[config.mk]
export PLATFORM = sky130hd
export DESIGN_NAME = video_cmd_splitter
export DESIGN_NICKNAME = d
export VERILOG_FILES = /design/src/rtl/video_cmd_splitter.sv
export SDC_FILE = /design/constraint.sdc
export NUM_CORES = 1
export LEC_CHECK = 0
export ABC_AREA = 1
export ABC_CLOCK_PERIOD_IN_PS = 4150
export BUFFER_PORTS_ARGS = -buffer_cell sky130_fd_sc_hd__buf_4
export CORE_ASPECT_RATIO = 0.8
export CORE_UTILIZATION = 51
export DETAILED_ROUTE_END_ITERATION = 10
export PLACE_DENSITY = 0.78
export SLEW_MARGIN = 25
export SYNTH_ARGS = -nofsm -noshare
export SYNTH_HDL_FRONTEND = slang
export SYNTH_SLANG_ARGS = --single-unit
[constraint.sdc]
create_clock -name aclk -period 4.15 [get_ports aclk]
set_clock_uncertainty 0.2 [all_clocks]
set_input_delay 0.2075 -clock aclk [delete_from_list [all_inputs] [get_ports aclk]]
set_output_delay 0.2075 -clock aclk [all_outputs]
set_load 0.01 [all_outputs]
[src/rtl/video_cmd_splitter.sv]
// Splits a byte-addressed transfer command into mover commands that never
// cross a BOUNDARY-aligned address, one packed 64-bit chunk word per handshake.
`timescale 1ns/1ps
module video_cmd_splitter #(
  parameter int BOUNDARY = 4096
) (
  input  logic        aclk,
  input  logic        aresetn,
  input  logic [38:0] cmd_addr,
  input  logic [31:0] cmd_len,
  input  logic [2:0]  cmd_dest,
  input  logic [7:0]  cmd_user,
  input  logic        cmd_last,
  input  logic        cmd_valid,
  output logic        cmd_ready,
  output logic [63:0] out_data,
  output logic        out_valid,
  input  logic        out_ready,
  output logic        busy
);

  localparam int          B_U     = BOUNDARY / 64;
  localparam logic [25:0] B_UNITS = 26'(B_U);
  localparam logic [25:0] B_MASK  = 26'(B_U - 1);

  typedef enum logic {IDLE, SPLIT} state_t;

  state_t      state, state_nxt;
  logic [32:0] addr_u;
  logic [25:0] rem_u;
  logic [2:0]  dest_r;
  logic [7:0]  user_r;
  logic        last_r;

  logic        cmd_fire;
  logic        out_fire;
  logic [25:0] cmd_units;
  logic [25:0] to_bnd_u;
  logic [25:0] chunk_u;
  logic        final_chunk;
  logic        unused_lsbs;

  // Distance in 64-byte units from addr to the next boundary (1..B_U).
  function automatic logic [25:0] units_to_boundary(input logic [25:0] a_lo);
    return B_UNITS - (a_lo & B_MASK);
  endfunction

  function automatic logic [25:0] min_units(input logic [25:0] a,
                                            input logic [25:0] b);
    return (a < b) ? a : b;
  endfunction

  assign unused_lsbs = ^{cmd_addr[5:0], cmd_len[5:0]};

  assign cmd_units   = cmd_len[31:6];
  assign cmd_ready   = (state == IDLE);
  assign busy        = (state == SPLIT);
  assign out_valid   = busy;
  assign cmd_fire    = cmd_valid && cmd_ready;
  assign out_fire    = out_valid && out_ready;

  assign to_bnd_u    = units_to_boundary(addr_u[25:0]);
  assign chunk_u     = min_units(rem_u, to_bnd_u);
  assign final_chunk = (rem_u <= to_bnd_u);

  // Chunk length fits 15 bits: a chunk never exceeds B_U <= 16384 units.
  // Gating with busy keeps the word at zero out of reset and between commands.
  assign out_data = busy ? {user_r, last_r & final_chunk, chunk_u[14:0], 1'b0,
                            addr_u, 3'b000, dest_r}
                         : 64'd0;

  always_ff @(posedge aclk) begin
    if (!aresetn) begin
      state <= IDLE;
    end else begin
      state <= state_nxt;
    end
  end

  always_comb begin
    state_nxt = state;
    case (state)
      IDLE: begin
        if (cmd_fire && (cmd_units != 26'd0)) begin
          state_nxt = SPLIT;
        end
      end
      SPLIT: begin
        if (out_fire && final_chunk) begin
          state_nxt = IDLE;
        end
      end
      default: state_nxt = IDLE;
    endcase
  end

  // Address advances modulo 2^33 units, so splitting continues from 0 on wrap.
  always_ff @(posedge aclk) begin
    if (cmd_fire) begin
      addr_u <= cmd_addr[38:6];
      rem_u  <= cmd_units;
      dest_r <= cmd_dest;
      user_r <= cmd_user;
      last_r <= cmd_last;
    end else if (out_fire) begin
      addr_u <= addr_u + {7'd0, chunk_u};
      rem_u  <= rem_u - chunk_u;
    end
  end

endmodule

==> results of run 1 <==
[metrics by stage]
step / hold WS [ns] / TNS, ns / total power, mW
3_3_place_gp: 0.1855 / -0.1760 / 4.116
2_1_floorplan: 0.1064 / 0 / 3.043
3_5_place_dp: 0.1868 / -3.502 / 4.188
5_1_grt: 0.009710 / -11.14 / 6.723
6_report: 0.001705 / -2.257 / 6.389
4_1_cts: 0.01436 / 0 / 5.145
[synthesized netlist by cell type (6+ instances only)]
cell,count
nand2_1,426
nor2_2,11
or2_2,6
inv_1,218
nand4_1,20
buf_4,13
o21ai_0,25
ha_1,41
clkbuf_1,11
nand3_1,85
a21oi_1,25
xnor2_1,15
nor3_1,17
nor2_1,80
edfxtp_1,71
[path summary, 6_finish.rpt]
kind | from | endpoint
setup / recovery | addr_u[2]$_DFFE_PP_ | addr_u[16]$_DFFE_PP_
hold / removal | cmd_len[26] | rem_u[20]$_DFFE_PP_
setup reg to reg | addr_u[2]$_DFFE_PP_ | addr_u[16]$_DFFE_PP_
hold reg to reg | addr_u[32]$_DFFE_PP_ | addr_u[32]$_DFFE_PP_
[logic make-up after synthesis]
| group | share of synthesized area [%] |
|---|---|
| simple gates | 40.32 |
| other cells | 0.05191 |
| compound gates | 6.079 |
| flops | 29.79 |
| buf+inv | 14.05 |
| xor+xnor | 2.061 |
| fa+ha+maj | 7.655 |
[layer usage]
layer | vias up | global-route usage [%] | wire (um)
met4 | 0 | 8.427 | 671
li1 | 4058 | - | -
met2 | 437 | 47.72 | 11430
met5 | - | 0 | 0
met3 | 65 | 5.907 | 2314
met1 | 3808 | 43.34 | 10840
[power groups by stage]
stage | Combinational, mW | Sequential, mW | Clock (mW)
after floorplan | 1.89 | 1.15 | 0
after global placement | 2.94 | 1.18 | 0
after detailed placement | 3.00 | 1.19 | 0
after CTS | 3.08 | 1.17 | 0.898
after global routing | 4.57 | 1.23 | 0.925
final | 4.27 | 1.21 | 0.907
[flip-flops by register name, summed over array words and instances, names as in the netlist]
register / cells
addr_u: 33
busy: 1
dest_r: 3
last_r: 1
rem_u: 26
user_r: 8
[cell type report]
class	count	area (um^2)	share of cell area, %
multi-input cells	840	4856	45.72
clock buffers	11	242.7	2.286
well taps	180	225.2	2.121
repair buffers	267	2220	20.90
inverters	221	837.1	7.882
clock inverters	5	86.33	0.8129
flip-flops and latches	72	2153	20.28
[repair_timing]
item	in CTS	in global routing
setup buffers	2	15
pin swaps	1	64
resized for setup	4	168
hold buffers	60	0
gates cloned	0	1
endpoints found under the hold margin	59	0
setup endpoints to repair	36	50
[worst min-delay path: stages]
cell     delay [ns]
buf_4          0.08
inv_1          0.05
o21ai_1        0.12
==> metrics.log, run 1 <==
INFO  metric rows = 38
INFO  metric filler_cell_count = 957
INFO  metric die_x = 135.1 um
INFO  metric power.leakage = 5.630 nW
INFO  metric commonest_cells_after_routing_fill_and_taps_aside = 379 x nand2_1, 208 x inv_1, 198 x buf_4
INFO  metric placement.cell_area = 8817 um^2
INFO  metric first_pass_grt_wire_length = 34820 um
INFO  metric vias_in_the_first_global_route = 7227
INFO  metric diodes = 0
INFO  metric hold_path_class = primary input to flop
INFO  metric worst_path_dominant_cell_family = simple AND/OR/NAND/NOR gates
INFO  metric most_common_cell_after_layout_fill_and_taps_aside = nand2_1
INFO  metric dp_cells = 1502
INFO  metric worst_ir_drop_vdd = 0.4578 mV
INFO  metric route.detailed.wl_per_inst = 15.82 um
INFO  metric worst_slew_pin_slew = 0.6976 ns
INFO  metric grt_antenna_before_repair = 0
INFO  metric final_ws_setup = -0.1804 ns
INFO  metric yosys_warnings = 0
INFO  metric data_arrival_time_of_the_critical_path = 4.22 ns
INFO  metric grt_setup_unrepaired = true
INFO  metric finalNonFillerCells = 1596
INFO  metric proportion_of_synthesized_chip_area_in_sequential_cells = 29.79%
INFO  metric ys_dominant_reg_cell = edfxtp_1
INFO  metric crit_path_top_delay_cell = edfxtp_1
INFO  metric postSynth.asyncResetShare = 0%
INFO  metric reg2regPathDepth = 28
INFO  metric timing_worst_setup_path_type = flop to flop
INFO  metric setup_viol = 36
INFO  metric numCtsBuffers = 9
INFO  metric crit_path_max_fanout = 7
INFO  metric track_usage = 30.68%
INFO  metric max_freq = 0.2309 GHz
INFO  metric reg2reg_slack = -0.18 ns
INFO  metric p_seq_share = 18.9%
INFO  metric post-synth-top-area-fraction = 29.51%
INFO  metric layout-area-overhead-vs-synth = 47.00%
INFO  metric design.portCount = 154
INFO  metric synthDominantAreaCellType = edfxtp_1
INFO  metric drt-vias-per-instance = 5.243
INFO  metric vias = 8368
INFO  metric path_buf_inv = 5
INFO  metric violations = setup timing
INFO  metric place.detailed.hpwl = 15810 um
INFO  metric relSlewSlack = 53.49%
INFO  metric fin_crit = 4.330 ns
INFO  metric die-area = 14650 um^2
INFO  metric crit_top_cell = nand2_1
INFO  metric detail-route-antenna-nets = 0
INFO  metric clock_tree.htree_level_count = 3
INFO  metric worst_ep_required_time = 4.04 ns
INFO  metric worst_setup_path_start_kind = flop
INFO  metric cp-end-kind = flop
INFO  metric buffer_ports.inserted = 129
INFO  metric clk_latency = 0.37 ns
INFO  metric syn-mean-instance-area = 6.371 um^2
INFO  metric post-route-period-util = 104.3%
INFO  metric outcome = finished with violations
INFO  metric grt.overflow.total = 0
INFO  metric cts_max_path_buffers = 2
INFO  metric cp_slowest_stage_delay = 0.43 ns
INFO  metric initial_cell_density_of_the_core = 52.76%
INFO  metric yosys_register_bits = 72
INFO  metric num-nets-final = 1541
INFO  metric total_power_density_per_cell_area = 601.6 nW/um^2
INFO  metric fp.dieH = 108.5 um
INFO  metric finalMaxSlewViolations = 0
INFO  metric p_int = 3.486 mW
INFO  metric core_region_area = 13690 um^2
INFO  metric drc = 0
INFO  metric postLayoutCoreUtil = 77.56%
INFO  metric clk_pin_slew_worst_paths = 0.07 ns
INFO  metric clockRootBuffer = clkbuf_16
INFO  metric netlist-cell-type-count = 44
INFO  metric final-hold-violation-count = 0
INFO  metric detailedPlace.worstSlack = -0.1521 ns
INFO  metric gp_routability_congestion = 0.9313
INFO  metric number_of_flops_mapped_to_enable_cells_by_yosys = 71
INFO  metric first_iter_violations = 832
INFO  metric p_clk_share = 14.2%
INFO  metric tritoncts_num_sinks = 72
INFO  metric finalInstanceArea = 10620 um^2
INFO  metric net-switching-power = 2.903 mW
INFO  metric cts_tree = done
INFO  metric drive_gt1_share = 27.33%
INFO  metric path_length_in_cells_of_the_critical_path = 28
INFO  metric detail_route.wirelength = 25250 um
INFO  metric max_cap_violations = 0
INFO  metric synthesis.area = 7224 um^2
INFO  metric syn-instance-count = 1134
INFO  metric largest_net_degree_at_the_start_of_global_routing = 64
INFO  metric sw_frac_of_total = 45.44%
INFO  metric hold-path-cell-count = 3
INFO  metric drt_pass1_iterations = 6
INFO  metric share_comb_of_total_power = 66.9%
INFO  metric synth.top_cells.by_area = edfxtp_1 30%, nand2_1 22%, inv_1 11%
Power figures use the tool's default switching activity.
==> inputs of run 2 (changes only) <==
--- a/config.mk
+++ b/config.mk
@@ -7,12 +7,12 @@
 export LEC_CHECK = 0
 export ABC_AREA = 1
 export ABC_CLOCK_PERIOD_IN_PS = 4150
-export BUFFER_PORTS_ARGS = -buffer_cell sky130_fd_sc_hd__buf_4
+export BUFFER_PORTS_ARGS = -buffer_cell sky130_fd_sc_hd__buf_2
 export CORE_ASPECT_RATIO = 0.8
 export CORE_UTILIZATION = 51
 export DETAILED_ROUTE_END_ITERATION = 10
 export PLACE_DENSITY = 0.78
-export SLEW_MARGIN = 25
+export SLEW_MARGIN = 30
 export SYNTH_ARGS = -nofsm -noshare
 export SYNTH_HDL_FRONTEND = slang
 export SYNTH_SLANG_ARGS = --single-unit
==> metrics.log, run 2 (synthesized netlist as in run 1, its figures left out) <==
INFO  metric core_region_area = 13690 um^2 (unchanged)
INFO  metric grt_setup_unrepaired = true
INFO  metric design.portCount = 154 (unchanged)
INFO  metric die-area = 14650 um^2 (unchanged)
INFO  metric route.detailed.wl_per_inst = 15.01 um (-5.1%)
INFO  metric first_iter_violations = 795 (-4.4%)
INFO  metric design_power_total = 6.127 mW (-4.1%)
INFO  metric buffer_ports.inserted = 129 (unchanged)
INFO  metric timing_worst_setup_path_type = flop to flop
INFO  metric commonest_cells_after_routing_fill_and_taps_aside = 382 x nand2_1, 208 x inv_1, 129 x buf_2
INFO  metric final_ws_setup = -0.1420 ns (+0.03839 ns)
INFO  metric detail_route.wirelength = 23940 um (-5.2%)
INFO  metric worst_ep_required_time = 4.05 ns (about the same)
INFO  metric placement.cell_area = 8472 um^2 (-3.9%)
INFO  metric vias = 8299 (-0.82%)
INFO  metric worst_hold_startpoint = cmd_len[13]
INFO  metric detail-route-antenna-nets = 0 (unchanged)
INFO  metric seqCellArea = 2153 um^2 (unchanged)
INFO  metric clockRootBuffer = clkbuf_16
INFO  metric crit_path_max_fanout = 7 (unchanged)
INFO  metric finalInstanceArea = 10240 um^2 (-3.6%)
INFO  metric drt_pass1_iterations = 6 (unchanged)
INFO  metric number_of_flip_flops_under_the_largest_register_name = 33 (unchanged)
INFO  metric worst_slew_pin_slew = 0.5506 ns (-0.1470 ns)
INFO  metric clk_pin_slew_worst_paths = 0.07 ns (about the same)
INFO  metric clk_latency = 0.35 ns (-0.02 ns)
INFO  metric postLayoutCoreUtil = 74.77% (-2.8 points)
INFO  metric violations = hold timing, setup timing
INFO  metric worst_ir_drop_vdd = 0.4615 mV (+0.82%)
INFO  metric crit_path_top_delay_cell = edfxtp_1
INFO  metric multi_input_comb_area = 4850 um^2 (-0.13%)
INFO  metric cp_slowest_stage_delay = 0.45 ns (+0.02 ns)
INFO  metric num-nets-final = 1540 (-0.065%)
INFO  metric most_common_cell_after_layout_fill_and_taps_aside = nand2_1
INFO  metric reg2regPathDepth = 25 (-11%)
INFO  metric cts_max_path_buffers = 2 (unchanged)
INFO  metric endpoint = addr_u[14]$_DFFE_PP_
INFO  metric fin_crit = 4.292 ns (-0.03839 ns)
INFO  metric place.detailed.hpwl = 16050 um (+1.5%)
INFO  metric regToRegEndpoint = addr_u[14]$_DFFE_PP_
INFO  metric grt_antenna_before_repair = 0 (unchanged)
INFO  metric vias_in_the_first_global_route = 7427 (+2.8%)
INFO  metric track_usage = 31.10% (+0.42 points)
INFO  metric grt.overflow.total = 0 (unchanged)
INFO  metric crit_path_start = addr_u[1]$_DFFE_PP_
INFO  metric setup_viol = 35 (-2.8%)
INFO  metric cts_tree = done
INFO  metric outcome = finished with violations
INFO  metric clock_tree.htree_level_count = 3 (unchanged)
INFO  metric fp.dieH = 108.5 um (unchanged)
INFO  metric worst_hold_slack = -0.001818 ns (-0.003523 ns)
INFO  metric hold_path_class = primary input to flop
INFO  metric tritoncts_num_sinks = 72 (unchanged)
INFO  metric diodes = 0 (unchanged)
INFO  metric max_freq = 0.2330 GHz (+0.89%)
INFO  metric die_x = 135.1 um (unchanged)
INFO  metric power.leakage = 5.492 nW (-2.5%)
INFO  metric max_cap_violations = 0 (unchanged)
INFO  metric rr_startpoint = addr_u[1]$_DFFE_PP_
INFO  metric rows = 38 (unchanged)
INFO  metric drt-vias-per-instance = 5.203 (-0.76%)
INFO  metric relSlewSlack = 63.17% (+9.7 points)
INFO  metric reg2reg_slack = -0.14 ns (+0.04 ns)
INFO  metric total_power_density_per_cell_area = 598.4 nW/um^2 (-0.53%)
INFO  metric layout-area-overhead-vs-synth = 41.72%
INFO  metric drive_gt1_share = 27.77% (+0.44 points)
INFO  metric largest_net_degree_at_the_start_of_global_routing = 50 (-22%)
INFO  metric finalMaxSlewViolations = 0 (unchanged)
INFO  metric gp_routability_congestion = 0.9483 (+1.8%)
INFO  metric initial_cell_density_of_the_core = 52.76% (unchanged)
INFO  metric final-hold-violation-count = 1 (+1)
INFO  metric top_regs = addr_u (33), rem_u (26), user_r (8)
INFO  metric numCtsBuffers = 9 (unchanged)
INFO  metric worst_setup_path_start_kind = flop
INFO  metric post-route-period-util = 103.4% (-0.93 points)
INFO  metric first_pass_grt_wire_length = 35360 um (+1.6%)
INFO  metric data_arrival_time_of_the_critical_path = 4.19 ns (-0.03 ns)
INFO  metric hold-path-cell-count = 3 (unchanged)
INFO  metric detailedPlace.worstSlack = -0.1787 ns (-0.02655 ns)
INFO  metric crit_top_cell = nand2_1
INFO  metric cp-end-kind = flop
INFO  metric filler_cell_count = 1053 (+10%)
INFO  metric largest_register = addr_u
INFO  metric drc = 0 (unchanged)
==> run 2: cell types whose count changed in the layout (fill, tap and decap cells not counted), moves of 6 or more <==
cell / previous run / this run
nand2_4: 21 / 14
nand3_1: 68 / 62
buf_4: 198 / 65
nand3_2: 13 / 21
buf_6: 6 / 13
buf_2: 0 / 129
==> run 2: worst min-delay path by stage <==
| stage | endpoint |
|---|---|
| final | rem_u[7]$_DFFE_PP_ |
| after floorplan | dest_r[0]$_DFFE_PP_ |
| after global placement | user_r[6]$_DFFE_PP_ |
| after CTS | rem_u[1]$_DFFE_PP_ |
| after detailed placement | user_r[2]$_DFFE_PP_ |
| after global routing | addr_u[1]$_DFFE_PP_ |
==> run 2: layout make-up <==
cell class	instances	share of cell area, %
multi-input cells	841	47.37
flip-flops and latches	72	21.03
repair buffers	265	18.17
inverters	221	8.151
clock buffers	11	2.273
well taps	180	2.200
clock inverters	5	0.8065
==> run 2: power by group <==
| group | leakage [nW] | switching, mW | internal [mW] |
|---|---|---|---|
| logic | 4.64 | 2.28 | 1.79 |
| registers | 0.701 | 0.169 | 1.03 |
| clock network | 0.154 | 0.325 | 0.528 |
| total | 5.49 | 2.78 | 3.35 |
==> run 2: timing repair <==
item | CTS | global route
setup endpoints to repair | 40 | 50
hold buffers | 58 | 0
pin swaps | 1 | 55
setup buffers | 4 | 15
endpoints found under the hold margin | 57 | 0
cloned | 1 | 0
gates resized for setup | 6 | 172
==> run 2: metal layers <==
layer | vias to the layer above | share of wire (%) | global-route usage, %
met1 | 3745 | 44 | 43.36
met5 | - | 0 | 0
li1 | 4058 | - | -
met3 | 58 | 8.7 | 5.579
met4 | 0 | 2.3 | 8.909
met2 | 438 | 45 | 49.23
==> run 2: metrics by stage <==
| step | setup TNS, ns | cells |
|---|---|---|
| after floorplan | 0 | 1164 |
| after global placement | -0.5065 | 1501 |
| after detailed placement | -3.577 | 1501 |
| after CTS | 0 | 1580 |
| after global routing | -11.47 | 1595 |
| final | -2.494 | 1595 |
==> run 2: worst max-delay path: cells and delay by family, from the launching register on <==
kind                     cells  cell delay [ns]
AO/OA/AOI/OAI                1             0.08
XOR/XNOR                     1             0.22
adder cells (fa/ha/maj)      2             0.51
buffers and inverters        3             0.36
flip-flops                   1             0.45
AND/OR/NAND/NOR             18             2.23
